**src/rtl/centroid_pkg.sv**
```systemverilog
// centroid_pkg: shared sizes and FSM state for the centroid moment path.
// Widths: lanes 14b, line sum 17b, accumulator 22b.
package centroid_pkg;

  localparam int LANES  = 18;
  localparam int BW_IN  = 14;
  localparam int BW_ROW = 17;
  localparam int ROWS   = 37;
  localparam int BW_ACC = 22;

  localparam int GRP     = 6;
  localparam int NGRP    = LANES / GRP;
  localparam int BW_PART = BW_IN + 3;
  localparam int BW_CNT  = $clog2(ROWS + 1);

  typedef enum logic {
    IDLE,
    ACCUM
  } state_t;

endpackage

```
**src/rtl/Delay_reg.sv**
```systemverilog
// Delay_reg: single-stage enable register with synchronous active-low clear.
// Shared by the adder tree for partial sums and line flags.
module Delay_reg #(
  parameter int W = 1
) (
  input  logic         clk,
  input  logic         rst,
  input  logic         ena,
  input  logic [W-1:0] d,
  output logic [W-1:0] q
);

  // clear on reset, otherwise advance only when enabled
  always_ff @(posedge clk) begin
    if (!rst)
      q <= '0;
    else if (ena)
      q <= d;
  end

endmodule

```
**src/rtl/centroid_row_adder.sv**
```systemverilog
// centroid_row_adder: two-stage 18-to-1 signed adder tree.
// S1 forms three 6-lane partials, S2 the line sum; flags ride along.
module centroid_row_adder
  import centroid_pkg::*;
(
  input  logic                     clk,
  input  logic                     rst,
  input  logic                     ena,
  input  logic                     in_valid,
  input  logic                     in_sop,
  input  logic [LANES*BW_IN-1:0]   in_bus,
  output logic signed [BW_ROW-1:0] row,
  output logic                     row_valid,
  output logic                     row_sop
);

  logic [NGRP*BW_PART-1:0] part_d;
  logic [NGRP*BW_PART-1:0] part_q;
  logic signed [BW_PART-1:0] psum;
  logic signed [BW_ROW-1:0]  row_d;
  logic [1:0]                f1_q;
  logic [BW_ROW+1:0]         s2_q;

  // S1: sign-extended 6-lane partial sums
  always_comb begin
    part_d = '0;
    psum   = '0;
    for (int g = 0; g < NGRP; g++) begin
      psum = '0;
      for (int l = 0; l < GRP; l++)
        psum = psum + BW_PART'($signed(
          in_bus[(g*GRP+l)*BW_IN +: BW_IN]));
      part_d[g*BW_PART +: BW_PART] = psum;
    end
  end

  Delay_reg #(.W(NGRP*BW_PART)) u_s1_part (
    .clk (clk),
    .rst (rst),
    .ena (ena),
    .d   (part_d),
    .q   (part_q)
  );

  Delay_reg #(.W(2)) u_s1_flag (
    .clk (clk),
    .rst (rst),
    .ena (ena),
    .d   ({in_valid, in_valid & in_sop}),
    .q   (f1_q)
  );

  // S2: fold the three partials into one line sum
  always_comb begin
    row_d = '0;
    for (int g = 0; g < NGRP; g++)
      row_d = row_d + BW_ROW'($signed(
        part_q[g*BW_PART +: BW_PART]));
  end

  Delay_reg #(.W(BW_ROW+2)) u_s2 (
    .clk (clk),
    .rst (rst),
    .ena (ena),
    .d   ({row_d, f1_q}),
    .q   (s2_q)
  );

  assign row       = $signed(s2_q[BW_ROW+1:2]);
  assign row_valid = s2_q[1];
  assign row_sop   = s2_q[0];

endmodule

```
**src/rtl/centroid_moment_accumulator.sv**
```systemverilog
// centroid_moment_accumulator: sums 37 line sums into one patch moment.
// CENTROID_ACC_SAT_EN: saturating accumulator plus a sat pulse output.
module centroid_moment_accumulator
  import centroid_pkg::*;
(
  input  logic                     clk,
  input  logic                     rst,
  input  logic                     ena,
  input  logic                     in_valid,
  input  logic                     in_sop,
  input  logic [LANES*BW_IN-1:0]   in_bus,
  output logic signed [BW_ACC-1:0] moment,
  output logic                     out_valid,
  output logic                     abort
`ifdef CENTROID_ACC_SAT_EN
  ,
  output logic                     sat
`endif
);

  localparam int BW_EXT =
    (BW_ACC > BW_ROW ? BW_ACC : BW_ROW) + 1;

  logic signed [BW_ROW-1:0] row;
  logic                     row_valid;
  logic                     row_sop;

  state_t                   state, state_n;
  logic [BW_CNT-1:0]        cnt, cnt_n;
  logic signed [BW_ACC-1:0] acc, acc_n;
  logic signed [BW_ACC-1:0] moment_n;
  logic                     ov_n, ab_n;

  logic signed [BW_EXT-1:0] row_ext;
  logic signed [BW_EXT-1:0] sum_ext;
  logic signed [BW_ACC-1:0] ld_val;
  logic signed [BW_ACC-1:0] add_val;

  centroid_row_adder u_tree (
    .clk       (clk),
    .rst       (rst),
    .ena       (ena),
    .in_valid  (in_valid),
    .in_sop    (in_sop),
    .in_bus    (in_bus),
    .row       (row),
    .row_valid (row_valid),
    .row_sop   (row_sop)
  );

  assign row_ext = BW_EXT'(row);
  assign sum_ext = BW_EXT'(acc) + row_ext;

`ifdef CENTROID_ACC_SAT_EN
  localparam logic signed [BW_EXT-1:0] MAX_V =
    BW_EXT'((2 ** (BW_ACC - 1)) - 1);
  localparam logic signed [BW_EXT-1:0] MIN_V =
    BW_EXT'(-(2 ** (BW_ACC - 1)));

  logic satf, satf_n, sat_n;
  logic ld_ovf, add_ovf;

  function automatic logic signed [BW_ACC-1:0] fit(
    input logic signed [BW_EXT-1:0] x
  );
    if (x > MAX_V)
      return BW_ACC'(MAX_V);
    else if (x < MIN_V)
      return BW_ACC'(MIN_V);
    else
      return BW_ACC'(x);
  endfunction

  assign ld_ovf  = (row_ext > MAX_V) || (row_ext < MIN_V);
  assign add_ovf = (sum_ext > MAX_V) || (sum_ext < MIN_V);
  assign ld_val  = fit(row_ext);
  assign add_val = fit(sum_ext);
`else
  assign ld_val  = BW_ACC'(row_ext);
  assign add_val = BW_ACC'(sum_ext);
`endif

  // S3: patch FSM, next accumulator, count and output pulses
  always_comb begin
    state_n  = state;
    cnt_n    = cnt;
    acc_n    = acc;
    moment_n = moment;
    ov_n     = 1'b0;
    ab_n     = 1'b0;
`ifdef CENTROID_ACC_SAT_EN
    satf_n   = satf;
    sat_n    = 1'b0;
`endif
    unique case (state)
      IDLE: begin
        if (row_valid && row_sop) begin
          acc_n   = ld_val;
          cnt_n   = BW_CNT'(1);
          state_n = ACCUM;
`ifdef CENTROID_ACC_SAT_EN
          satf_n  = ld_ovf;
`endif
        end
      end
      ACCUM: begin
        if (row_valid && row_sop) begin
          acc_n  = ld_val;
          cnt_n  = BW_CNT'(1);
          ab_n   = 1'b1;
`ifdef CENTROID_ACC_SAT_EN
          satf_n = ld_ovf;
`endif
        end else if (row_valid) begin
          acc_n = add_val;
`ifdef CENTROID_ACC_SAT_EN
          satf_n = satf | add_ovf;
`endif
          if (cnt == BW_CNT'(ROWS - 1)) begin
            moment_n = add_val;
            ov_n     = 1'b1;
            cnt_n    = '0;
            state_n  = IDLE;
`ifdef CENTROID_ACC_SAT_EN
            sat_n    = satf | add_ovf;
`endif
          end else begin
            cnt_n = cnt + BW_CNT'(1);
          end
        end
      end
      default: state_n = IDLE;
    endcase
  end

  // S3 registers; ena low freezes everything including pulses
  always_ff @(posedge clk) begin
    if (!rst) begin
      state     <= IDLE;
      cnt       <= '0;
      acc       <= '0;
      moment    <= '0;
      out_valid <= 1'b0;
      abort     <= 1'b0;
`ifdef CENTROID_ACC_SAT_EN
      satf      <= 1'b0;
      sat       <= 1'b0;
`endif
    end else if (ena) begin
      state     <= state_n;
      cnt       <= cnt_n;
      acc       <= acc_n;
      moment    <= moment_n;
      out_valid <= ov_n;
      abort     <= ab_n;
`ifdef CENTROID_ACC_SAT_EN
      satf      <= satf_n;
      sat       <= sat_n;
`endif
    end
  end

endmodule

```
**config.mk**
```make
export PLATFORM = sky130hd
export DESIGN_NAME = centroid_moment_accumulator
export DESIGN_NICKNAME = d
export VERILOG_FILES = /design/src/rtl/centroid_pkg.sv /design/src/rtl/Delay_reg.sv /design/src/rtl/centroid_row_adder.sv /design/src/rtl/centroid_moment_accumulator.sv
export SDC_FILE = /design/constraint.sdc
export NUM_CORES = 1
export LEC_CHECK = 0
export CAP_MARGIN = 20
export CORE_MARGIN = 8
export CORE_UTILIZATION = 40
export DETAILED_ROUTE_END_ITERATION = 12
export GPL_ROUTABILITY_DRIVEN = 0
export PLACE_DENSITY = 0.64
export SLEW_MARGIN = 10
export SYNTH_ARGS = -nofsm -noshare
export SYNTH_HDL_FRONTEND = slang
export SYNTH_SLANG_ARGS = --single-unit
export TNS_END_PERCENT = 30
```
**constraint.sdc**
```tcl
create_clock -name clk -period 16.71 [get_ports clk]
set_clock_uncertainty 0.2 [all_clocks]
set_input_delay 5.013 -clock clk [delete_from_list [all_inputs] [get_ports clk]]
set_output_delay 5.013 -clock clk [all_outputs]
set_load 0.01 [all_outputs]
```
==> results of run 1 <==
[cell type report]
class                           count  area share, %
Multi-Input combinational cell   1164           59.4
Timing Repair Buffer              287           16.5
Sequential cell                   125           14.5
Tap cell                          448           3.25
Clock buffer                       22           2.75
Inverter                          116           2.53
Clock inverter                     10           1.07
[layout by cell type, fill, tap and decap left out, drive strengths merged, types with 8 or more instances in the layout]
master,n
buf,9
nor2,70
o211ai,8
a31oi,10
o211a,21
o21ai,84
a21o,36
a21oi,112
inv,116
o31ai,11
xnor2,63
dfxtp,125
nand2,131
mux2i,28
nor3,26
o21a,21
and2,11
a211oi,9
or2,11
nand4,9
xor2,38
nor2b,52
ha,128
fa,153
clkdlybuf4s50,278
clkbuf,22
o21bai,10
a21boi,16
nand3,22
nand2b,8
[where the power goes]
group	total [mW]	internal (mW)	switching, mW
Combinational	1.55	0.723	0.829
Clock	0.413	0.276	0.137
Sequential	0.417	0.358	0.0592
Total	2.38	1.36	1.03
[through the flow]
step	instance area (µm²)	instances
after floorplan	13300	1445
after global placement	16600	2140
after detailed placement	16600	2140
after CTS	17200	2172
after global routing	17200	2172
final	17200	2172
[layer usage]
layer  track usage (%)  share of wire (%)  vias up
met5                 0              0.038        -
met4              3.40                1.0        2
met3              3.84                4.9       24
met2              30.7                 49      214
met1              21.2                 45     5229
li1                  -                  -     5555
[sequential cells by signal, indices dropped and copies added (netlist names)]
register and flops:
acc 22, u_tree.u_s1_flag.q 2, out_valid 1, u_tree.u_s2.q 19
cnt 6, state 1, abort 1, u_tree.u_s1_part.q 51
moment 22
[cells by family after synthesis]
family	synth area share, %
fa+ha+maj	35.0
simple gates	13.3
mux	2.47
compound gates	19.3
buf+inv	4.42
xor+xnor	6.64
flops	18.8
[worst register-to-register path, stage by stage (launching register included)]
cell,delay [ns]
dfxtp_1,0.43
inv_1,0.08
fa_1,0.35
inv_1,0.06
ha_1,0.20
inv_1,0.08
fa_1,0.44
nor2b_1,0.18
o21ai_1,0.12
a21o_1,0.18
a21oi_1,0.23
a31o_2,0.22
a21oi_1,0.08
mux2i_1,0.17
a21oi_1,0.08
[path summary, 6_finish.rpt]
path                                        startpoint                      to  slack [ns]  cells past startpoint
worst max-delay path                        in_bus[85]  u_tree.u_s1_part.q[32]        6.38                     23
worst min-delay path                        moment[20]              moment[20]        0.25                      2
worst max register to register  u_tree.u_s1_part.q[34]       u_tree.u_s2.q[17]       13.46                     14
worst min register to register              moment[20]              moment[20]        0.25                      2
==> run_results.csv, run 1 <==
group,metric,value,unit
worst_setup_path,required,16.80,ns
clocking,numCtsBuffers,17,
floorplan,num_rows,67,
worst_setup_path,crit_type,"in -> reg",
sta,slew_headroom,36.9,%
worst_setup_path,worstPathArrival,10.42,ns
synthesis,synth_seq_cells,125,
synthesis,synthCells,1445,
finish,multiInputGateArea,0.0102,mm²
synthesis,yosys.area.top_type_share,23.0,%
clocking,cts-root-buf,"clkbuf_16",
sta,drv_slew,0,
sta,rsz0062_at_grt,"false",
worst_setup_path,cp_max_fo,6,
power_and_ir_drop,power,2.38,mW
clocking,clock_latency,0.43,ns
drt,drt-pass1-iter-count,5,
place,dp_hpwl,28.6,mm
drt,wire_per_inst,15.6,µm
clocking,cts.sinks,125,
worst_setup_path,endpoint_kind,"register",
drt,drc,0,
worst_setup_path,max_stage_delay,0.54,ns
clocking,cts_setup_buffers,0,
synthesis,ys.flop_type,"dfxtp_1",
run_status,status,"completed",
clocking,path_clk_slew,0.06,ns
floorplan,die_w,198,µm
synthesis,synth_edf_count,0,
finish,nFillCells,3122,
grt,overflow,0,
grt,antenna_found_initial,1,
worst_setup_path,worst_setup_path_start_kind,"input port",
sta,fin_crit_sh,61.8,%
place,io_buffers,280,
floorplan,coreArea,0.0332,mm²
floorplan,die_y,198,µm
power_and_ir_drop,p_per_area,138,mW/mm²
synthesis,yosys_warnings,0,
place,pre_cts_ws,5.97,ns
sta,tightest_slew,0.944,ns
drt,via_per_inst,5.08,
finish,area_delta_synth_final,29.4,%
power_and_ir_drop,power_leakage,7.46,nW
power_and_ir_drop,ir_drop,0.0771,mV
worst_setup_path,critPathSlowestCell,"fa_1",
run,max-cap-violations,0,
sta,setup_viol,0,
sta,fmax,96.8,MHz
floorplan,start_util,40.1,%
clocking,postCtsHoldBufs,0,
finish,n_antenna_cell,0,
worst_setup_path,crit_buf_inv,4,
synthesis,syn-num-nets,1983,
sta,hold_viol,0,
finish,fin_nets,2249,
sta,finalWorstSetupSlack,6.38,ns
synthesis,yosysTopAreaCell,"fa_1",
synthesis,yosys-top-cells-area,"fa_1, dfxtp_1, ha_1, xnor2_1, a21oi_1",
grt,grt_max_degree,103,
hold_path,hp-class,"reg -> reg",
worst_setup_path,crit_path_cell_trace,"clkdlybuf4s50_1 -> inv_1 -> fa_1 -> inv_1 -> ha_1 -> fa_1 -> a21o_1 -> a21oi_1 -> o21ai_1 -> a31oi_1 -> nor2b_1 -> o21a_1 -> o41ai_1 -> o21ai_1 -> fa_1 -> inv_1 -> ha_1 -> or2_2 -> nor2_1 -> a21oi_1 -> mux2_2 -> nand2_1 -> a21oi_1",
synthesis,synthesis.area,0.0133,mm²
synthesis,synth_area_per_cell,9.21,µm²
floorplan,dieArea,0.0394,mm²
worst_setup_path,crit_family,"adder cells",
clocking,cts_resized,0,
synthesis,synthArstFlopShare,0,%
finish,final_core_util,51.9,%
synthesis,synthTopCellsByCount,"fa_1, nand2_1, ha_1",
clocking,h-tree-depth,4,
drt,drt_iter0_drc,521,
finish,seqCellArea,0.00250,mm²
drt,via_count,11024,
synthesis,ys_types,71,
finish,drive_gt1_share,4.18,%
drt,totalWireLength,33.8,mm
sta,finalSetupTns,0,ns
floorplan,io_pins,281,
grt,grt_pass1_wl,55.5,mm
synthesis,synth_most_common_cell,"fa_1",
sta,whs,0.253,ns
clocking,cts_tree,"done",
drt,ant_nets,0,
clocking,clockBufferDepth,2,
grt,grt_usage,17.2,%
grt,grt_pass1_vias,11687,
synthesis,yosysSeqAreaShare,18.8,%
sta,layout_min_cycle_time,10.33,ns
(Power assumes the default switching activity.)
==> run 2: changes to the inputs <==
Clock period 16.71 ns to 9.6 ns, I/O delays scaled along.
==> run_results.csv, run 2 (synthesized netlist as in run 1, its figures left out) <==
group,metric,value,unit
sta,whs,0.252,ns
sta,fin_crit_sh,85.2,%
floorplan,coreArea,0.0332,mm²
floorplan,io_pins,281,
power_and_ir_drop,ir_drop,0.127,mV
worst_setup_path,endpoint_kind,"register",
worst_setup_path,reg2reg_from,"u_tree.u_s1_part.q[34]",
clocking,postCtsHoldBufs,0,
worst_setup_path,worst-r2r-cell-count,14,
worst_setup_path,required,9.69,ns
floorplan,num_rows,67,
drt,top_layer,"met4",
place,io_buffers,280,
grt,grt_max_degree,103,
run_status,status,"completed",
drt,drt-pass1-iter-count,5,
floorplan,die_w,198,µm
grt,grt_pass1_wl,56.0,mm
finish,finalInstanceArea,0.0172,mm²
drt,totalWireLength,33.8,mm
sta,setup_viol,0,
finish,seqCellArea,0.00250,mm²
place,dp_hpwl,28.6,mm
worst_setup_path,crit_path_cell_trace,"clkdlybuf4s50_1 -> inv_1 -> fa_1 -> inv_1 -> ha_1 -> fa_1 -> a21o_1 -> a21oi_1 -> o21ai_1 -> a31oi_1 -> nor2b_1 -> o21a_1 -> o41ai_1 -> o21ai_1 -> fa_1 -> inv_1 -> ha_1 -> or2_2 -> nor2_1 -> a21oi_1 -> mux2_2 -> nand2_1 -> a21oi_1",
clocking,h-tree-depth,4,
floorplan,dieArea,0.0394,mm²
worst_setup_path,max_stage_delay,0.54,ns
finish,final_common_cell,"clkdlybuf4s50_1",
worst_setup_path,cp_max_fo,6,
clocking,path_clk_slew,0.06,ns
worst_setup_path,crit_type,"in -> reg",
sta,finalSetupTns,0,ns
clocking,clock_latency,0.42,ns
finish,largest_register_ffs,51,
run,max-cap-violations,0,
power_and_ir_drop,power_leakage,7.44,nW
drt,drc,0,
sta,drv_slew,0,
drt,wire_per_inst,15.6,µm
finish,top_regs,"u_tree.u_s1_part.q x51, acc x22, moment x22",
finish,drive_gt1_share,4.12,%
drt,dr_wl_met3,1.77,mm
finish,n_antenna_cell,0,
power_and_ir_drop,p_per_area,238,mW/mm²
hold_path,min_to,"moment[20]",
drt,via_count,11048,
clocking,numCtsBuffers,17,
worst_setup_path,critPathSlowestCell,"fa_1",
finish,nFillCells,3140,
clocking,cts_tree,"done",
drt,met2WireLength,17.0,mm
worst_setup_path,worst_setup_path_start_kind,"input port",
sta,slew_headroom,34.4,%
worst_setup_path,r2r_setup_slack,6.40,ns
hold_path,worstHoldPathCells,2,
sta,tightest_slew,0.985,ns
sta,fmax,122,MHz
grt,grt_pass1_vias,11786,
clocking,cts_resized,0,
sta,rsz0062_at_grt,"false",
drt,met1_length,15.0,mm
floorplan,start_util,40.1,%
drt,via_per_inst,5.09,
clocking,cts_setup_buffers,0,
grt,grt_usage,17.4,%
drt,ant_nets,0,
drt,drt_iter0_drc,537,
grt,antenna_found_initial,0,
finish,regMostFlops,"u_tree.u_s1_part.q",
hold_path,hp-class,"reg -> reg",
finish,fin_nets,2249,
clocking,clockBufferDepth,2,
worst_setup_path,worstPathArrival,8.27,ns
sta,layout_min_cycle_time,8.18,ns
finish,final_cell_mix,"clkdlybuf4s50_1, fa_1, nand2_1",
hold_path,min_from,"moment[20]",
sta,hold_viol,0,
worst_setup_path,worstReg2RegEnd,"u_tree.u_s2.q[17]",
grt,overflow,0,
finish,multiInputGateArea,0.0102,mm²
place,placedInstanceArea,0.0166,mm²
finish,area_delta_synth_final,29.0,%
clocking,cts-root-buf,"clkbuf_16",
clocking,cts.sinks,125,
floorplan,die_y,198,µm
-- run 2: cell types whose count changed in the layout (fill, tap and decap cells not counted), sizes merged --
cell | before | now
bufinv | 5 | 3
clkinv | 4 | 6
-- run 2: final cells by class --
cell class | instances | share of cell area, %
tap | 448 | 3.26
multi-input combinational | 1164 | 59.5
timing repair buffer | 287 | 16.6
sequential | 125 | 14.6
inverter | 116 | 2.54
clock buffer | 22 | 2.70
clock inverter | 10 | 0.809
-- run 2: per-stage QoR --
stage	utilization, %	worst slack (ns)	power [mW]	std cells
final	51.7	1.42	4.08	2172
after global placement	49.9	1.14	3.40	2140
after detailed placement	49.9	0.999	3.43	2140
after global routing	51.7	1.12	4.50	2172
after CTS	51.7	1.45	4.12	2172
after floorplan	-	1.99	2.79	1445
-- run 2: worst max-delay path, delay by kind of cell --
family,cells,cell delay (ns)
adders and majority gates,5,2.12
AOI/OAI and AO/OA,9,1.82
buffers and inverters,4,0.59
and+or+nand+nor,4,0.59
muxes,1,0.26
-- run 2: how the worst max path moves through the flow --
stage | startpoint | endpoint | slack (ns) | cells past startpoint
2_1_floorplan | in_bus[85] | u_tree.u_s1_part.q[32] | 1.99 | 22
6_report | in_bus[85] | u_tree.u_s1_part.q[32] | 1.42 | 23
3_5_place_dp | in_bus[85] | u_tree.u_s1_part.q[32] | 1.0 | 23
4_1_cts | in_bus[85] | u_tree.u_s1_part.q[32] | 1.45 | 23
5_1_grt | in_bus[85] | u_tree.u_s1_part.q[32] | 1.12 | 23
3_3_place_gp | in_bus[85] | u_tree.u_s1_part.q[32] | 1.14 | 23
-- run 2: layer usage --
layer,up-vias,GRT usage [%]
met4,0,2.42
met3,12,4.33
li1,5558,-
met5,-,0
met1,5261,21.0
met2,217,31.5
-- run 2: report_power, final --
part | total (mW) | internal, mW | leakage [nW] | switching (mW)
Combinational | 2.70 | 1.26 | 6.12 | 1.44
Sequential | 0.725 | 0.623 | 1.02 | 0.102
Clock | 0.659 | 0.421 | 0.294 | 0.237
